`config.mk`:
```
export PLATFORM = sky130hd
export DESIGN_NAME = window_stream_unpacker
export DESIGN_NICKNAME = d
export VERILOG_FILES = /design/src/rtl/window_stream_unpacker.sv
export SDC_FILE = /design/constraint.sdc
export NUM_CORES = 1
export LEC_CHECK = 0
export CORE_MARGIN = 10
export CORE_UTILIZATION = 44
export DETAILED_ROUTE_END_ITERATION = 7
export PLACE_DENSITY_LB_ADDON = 0.15
export SYNTH_ARGS = -nofsm -noshare
export SYNTH_HDL_FRONTEND = slang
export SYNTH_SLANG_ARGS = --single-unit
```
`constraint.sdc`:
```
create_clock -name clk -period 2.1 [get_ports clk]
set_input_delay 0.42 -clock clk [delete_from_list [all_inputs] [get_ports clk]]
set_output_delay 0.42 -clock clk [all_outputs]
set_load 0.02 [all_outputs]
```
`src/rtl/window_stream_unpacker.sv`:
```
// Strips the look-ahead overlap from windowed hash-engine beats and re-serialises the payload into OUT_BYTES beats.
// Optional overlap consistency checker: define WINDOW_UNPACK_OVERLAP_CHECK_EN.
module window_stream_unpacker #(
    parameter int unsigned HASH_ISSUE_WIDTH = 16,
    parameter int unsigned META_HISTORY_LEN = 5,
    parameter int unsigned ADDR_WIDTH       = 32,
    parameter int unsigned OUT_BYTES        = 4
) (
    input  logic                                               clk,
    input  logic                                               rst_n,
    input  logic                                               input_valid,
    output logic                                               input_ready,
    input  logic                                               input_delim,
    input  logic [ADDR_WIDTH-1:0]                              input_head_addr,
    input  logic [(HASH_ISSUE_WIDTH+META_HISTORY_LEN-1)*8-1:0] input_data,
    output logic                                               output_valid,
    input  logic                                               output_ready,
    output logic [ADDR_WIDTH-1:0]                              output_addr,
    output logic [OUT_BYTES*8-1:0]                             output_data,
    output logic                                               output_last,
    output logic                                               output_delim,
    output logic                                               addr_error,
    output logic                                               overlap_error
);

    localparam int unsigned WIN_BYTES = HASH_ISSUE_WIDTH + META_HISTORY_LEN - 1;
    localparam int unsigned IN_W      = WIN_BYTES * 8;
    localparam int unsigned PAY_W     = HASH_ISSUE_WIDTH * 8;
    localparam int unsigned OV_W      = (META_HISTORY_LEN - 1) * 8;
    localparam int unsigned OUT_W     = OUT_BYTES * 8;
    localparam int unsigned SUB       = HASH_ISSUE_WIDTH / OUT_BYTES;
    localparam int unsigned SUB_W     = (SUB > 1) ? $clog2(SUB) : 1;

    logic                  full_q, full_d;
    logic [SUB_W-1:0]      sub_idx_q, sub_idx_d;
    logic [PAY_W-1:0]      data_q, data_d;
    logic [ADDR_WIDTH-1:0] head_q, head_d;
    logic                  delim_q, delim_d;
    logic [ADDR_WIDTH-1:0] exp_addr_q, exp_addr_d;
    logic                  addr_err_q, addr_err_d;

    logic is_last;
    logic accept;

    assign is_last = (sub_idx_q == SUB_W'(SUB - 1));
    assign accept  = input_valid && input_ready;

    // Holding register, sub-beat sequencing and address continuity tracking
    always_comb begin
        full_d     = full_q;
        sub_idx_d  = sub_idx_q;
        data_d     = data_q;
        head_d     = head_q;
        delim_d    = delim_q;
        exp_addr_d = exp_addr_q;
        addr_err_d = addr_err_q;
        if (accept) begin
            full_d     = 1'b1;
            sub_idx_d  = '0;
            data_d     = input_data[PAY_W-1:0];
            head_d     = input_head_addr;
            delim_d    = input_delim;
            exp_addr_d = input_head_addr + ADDR_WIDTH'(HASH_ISSUE_WIDTH);
            if (input_head_addr != exp_addr_q) begin
                addr_err_d = 1'b1;
            end
        end else if (full_q && output_ready) begin
            if (is_last) begin
                full_d    = 1'b0;
                sub_idx_d = '0;
            end else begin
                sub_idx_d = sub_idx_q + SUB_W'(1);
            end
        end
    end

    always_ff @(posedge clk or negedge rst_n) begin
        if (!rst_n) begin
            full_q     <= 1'b0;
            sub_idx_q  <= '0;
            data_q     <= '0;
            head_q     <= '0;
            delim_q    <= 1'b0;
            exp_addr_q <= '0;
            addr_err_q <= 1'b0;
        end else begin
            full_q     <= full_d;
            sub_idx_q  <= sub_idx_d;
            data_q     <= data_d;
            head_q     <= head_d;
            delim_q    <= delim_d;
            exp_addr_q <= exp_addr_d;
            addr_err_q <= addr_err_d;
        end
    end

    // Output view of the held beat; ready accepts a new beat as the last sub-beat leaves
    always_comb begin
        output_valid = full_q;
        output_last  = is_last;
        output_delim = is_last && delim_q;
        output_addr  = head_q + (ADDR_WIDTH'(sub_idx_q) * ADDR_WIDTH'(OUT_BYTES));
        output_data  = '0;
        for (int i = 0; i < SUB; i++) begin
            if (sub_idx_q == SUB_W'(i)) begin
                output_data = data_q[i*OUT_W +: OUT_W];
            end
        end
        input_ready  = !full_q || (full_q && output_ready && is_last);
        addr_error   = addr_err_q;
    end

`ifdef WINDOW_UNPACK_OVERLAP_CHECK_EN
    logic [OV_W-1:0] ov_q, ov_d;
    logic            prev_valid_q, prev_valid_d;
    logic            prev_delim_q, prev_delim_d;
    logic            ov_err_q, ov_err_d;

    // Previous beat's look-ahead must equal the head of the next beat within a block
    always_comb begin
        ov_d         = ov_q;
        prev_valid_d = prev_valid_q;
        prev_delim_d = prev_delim_q;
        ov_err_d     = ov_err_q;
        if (accept) begin
            ov_d         = input_data[PAY_W +: OV_W];
            prev_valid_d = 1'b1;
            prev_delim_d = input_delim;
            if (prev_valid_q && !prev_delim_q && (input_data[OV_W-1:0] != ov_q)) begin
                ov_err_d = 1'b1;
            end
        end
    end

    always_ff @(posedge clk or negedge rst_n) begin
        if (!rst_n) begin
            ov_q         <= '0;
            prev_valid_q <= 1'b0;
            prev_delim_q <= 1'b0;
            ov_err_q     <= 1'b0;
        end else begin
            ov_q         <= ov_d;
            prev_valid_q <= prev_valid_d;
            prev_delim_q <= prev_delim_d;
            ov_err_q     <= ov_err_d;
        end
    end

    assign overlap_error = ov_err_q;
`else
    logic unused_overlap;
    assign unused_overlap = ^input_data[IN_W-1:PAY_W];
    assign overlap_error  = 1'b0;
`endif

endmodule

```
==> flow_summary.yaml <==
status:
  status: "finished with violations"
  violations: "negative setup slack"
placed_design:
  dp_hpwl_um: 20900
  place_inst: 1408
  io_buffers: 233
  gp_congestion: 0.813
synthesis:
  yosysSeqAreaShare_pct: 50.4
  synth_enable_flop_cells: 0
  synth_warnings: 0
  async_reset_ff_share_pct: 100
  synth_cell_types: 44
  synthesis.instances: 840
  synth-seq-cells: 193
  syn_area_um2: 9590
  syn-mean-instance-area_um2: 11.4
  dominantRegCellSynth: "dfrtp_1"
  syn-num-nets: 1045
worst_setup_path:
  reg2reg_setup_slack_ns: -0.28
  required_ns: 1.68
  worstSetupStartpointType: "register"
  r2r_end: "head_q[29]"
  worst-path-max-fanout: 4
  worstPathArrival_ns: 2.21
  worstSetupPathType: "register to output pin"
  end_kind: "output pin"
  reg2regPathDepth: 13
  timing.rr.start: "sub_idx_q[1]"
timing:
  finalSetupViolCount: 254
  fin_crit_sh_pct: 125
  hold_viol: 0
  drv_slew: 0
  finalWorstSetupSlack_ns: -0.526
  grt_setup_unrepaired: "true"
  fmax_mhz: 381
  fin_crit_ns: 2.63
  totalNegativeSetupSlack_ns: -62.87
  final.setup_skew_ns: 0.0107
drt:
  drt_iter0_drc: 403
  ant_nets: 0
  firstDrtPassIters: 4
  drc: 0
  wl_um: 31800
  wire_per_inst_um: 21.3
  vias: 7938
  viasPerCell: 5.31
hold_path:
  min_path_type: "register to register"
  hold_depth: 2
  hold_path_startpoint: "exp_addr_q[14]"
  worstHoldEndpoint: "exp_addr_q[14]"
clock_network:
  cts_root_buf: "clkbuf_16"
  clock-sinks: 193
  h-tree-depth: 4
  cts_buffer_depth: 2
  numCtsBuffers: 17
  cts_tree: "done"
  clk_latency_ns: 0.43
  clkTransAtPathRegs_ns: 0.08
pwr:
  leakagePower_nw: 7.55
  cellPowerDensity_nw_per_um2: 1450
  peakVddDrop_v: 0.00107
floorplanning:
  die-area_um2: 28100
  core_um2: 21200
  rows: 53
  ios: 267
  dieHeight_um: 168
  start_util_pct: 45.2
  fp.dieW_um: 168
final_layout:
  area_delta_synth_final_pct: 67.6
  stdcell_count: 1496
  drive_gt1_share_pct: 46.2
  nets: 1412
run:
  maxCapViolCount: 0
grt:
  overflow: 0
  antenna_found_initial: 1
  grt_use_total_pct: 19.7
  grt_pass1_vias: 8116
  grt_pass1_wl_um: 44500
  grt_max_degree: 54
metrics by stage:
step / power [W] / util (%) / hold WS, ns / instance area, µm² / setup WS, ns
final: 0.0233 / 75.8 / 0.508 / 16100 / -0.526
after global placement: 0.0170 / 63.2 / 0.407 / 13400 / -0.577
after detailed placement: 0.0173 / 63.2 / 0.407 / 13400 / -0.609
after global routing: 0.0245 / 75.8 / 0.528 / 16100 / -0.614
after CTS: 0.0212 / 68.6 / 0.502 / 14600 / -0.547
after floorplan: 0.0126 / - / 0.124 / 9920 / -0.0916
state kept, by name, summed over array words and instances, names as in the netlist:
name          cells
delim_q           1
head_q           32
exp_addr_q       28
data_q          128
addr_error        1
output_valid      1
sub_idx_q         2
metal layers:
metal | GRT usage (%) | wire [µm] | up-vias
met4 | 4.16 | 397 | 0
met3 | 5.48 | 1910 | 25
met5 | 0 | 0 | -
met1 | 23.4 | 13100 | 4002
li1 | - | - | 3694
met2 | 34.7 | 16400 | 217
worst max-delay path: stages, from the launching register on:
cell     delay, ns
dfrtp_2       0.46
ha_4          0.28
a21o_1        0.13
and4_4        0.24
and3_4        0.25
buf_6         0.12
nand2_4       0.05
xnor2_4       0.13
buf_6         0.13
worst max path at each step:
stage,cells after the start,to,slack [ns],start
floorplan,9,output_data[10],-0.09,sub_idx_q[1]
global placement,8,output_addr[21],-0.58,sub_idx_q[0]
detailed placement,7,output_addr[18],-0.61,sub_idx_q[0]
CTS,8,output_addr[29],-0.55,sub_idx_q[1]
global route,7,output_addr[18],-0.61,sub_idx_q[0]
finish,8,output_addr[29],-0.53,sub_idx_q[1]
synthesized netlist by cell type (2+ instances only):
master | instances | area [µm²]
dfrtp_1 | 193 | 4830
mux2_2 | 163 | 1840
nand2_1 | 81 | 304
xnor2_1 | 61 | 534
o21ai_0 | 51 | 255
nor2_1 | 39 | 146
a21oi_1 | 34 | 170
a22oi_1 | 31 | 233
xor2_1 | 25 | 219
buf_2 | 23 | 115
nand4_1 | 23 | 144
clkbuf_1 | 20 | 75.1
nand3_1 | 19 | 95.1
and3_1 | 9 | 56.3
buf_4 | 8 | 60.1
o21ai_1 | 8 | 40.0
ha_1 | 7 | 87.6
and4_1 | 6 | 52.6
buf_6 | 4 | 45.0
and2_1 | 3 | 18.8
buf_1 | 3 | 11.3
inv_1 | 3 | 11.3
a22o_1 | 2 | 17.5
and4_4 | 2 | 22.5
clkbuf_8 | 2 | 27.5
nor4_1 | 2 | 12.5
layout make-up:
type | count | area (µm²)
Multi-Input combinational cell | 584 | 5730
Fill cell | 1399 | 5140
Sequential cell | 193 | 4830
Timing Repair Buffer | 408 | 4550
Clock buffer | 18 | 439
Tap cell | 275 | 344
Clock inverter | 14 | 166
Inverter | 3 | 11.3
Antenna cell | 1 | 2.50
where the power goes:
| part | leakage, nW | switching [W] | internal (W) |
|---|---|---|---|
| combinational | 4.93 | 0.00579 | 0.00740 |
| clock | 0.297 | 0.00157 | 0.00174 |
| sequential | 2.32 | 0.00123 | 0.00557 |
repair_timing:
item,CTS,global route
hold buffers,1,0
endpoints found under the setup margin,229,244
cloned,10,18
endpoints found under the hold margin,48,0
pin swaps,19,40
setup buffers,13,19
resized for setup,354,281
cell usage in the layout (no fill, tap or decap), types with 4 or more instances in the layout:
master	n
ha_4	5
xnor2_2	10
buf_16	6
inv_6	4
mux2_4	158
o21ai_2	41
xnor2_1	45
nand3_4	8
a21oi_1	31
and4_1	4
clkbuf_16	35
buf_12	33
buf_4	144
nand2_1	56
xnor2_4	6
a22oi_1	29
nand2_4	9
nor2_1	36
and4_4	4
dfrtp_1	191
nand3_1	10
buf_8	7
and3_1	7
xor2_1	21
clkdlybuf4s50_1	167
buf_6	28
nand4_1	23
clkinv_4	4
xor2_2	4
mux2_2	5
o21ai_1	14
nand2_2	16
o21ai_0	5
cells by family after synthesis:
kind of cell,synth area share (%)
simple gates,10.3
flops,50.4
mux,19.1
compound gates,7.63
xor+xnor,7.85
buf+inv,3.60
fa+ha+maj,1.12
other cells,0.0391
Power figures use the tool's default switching activity.
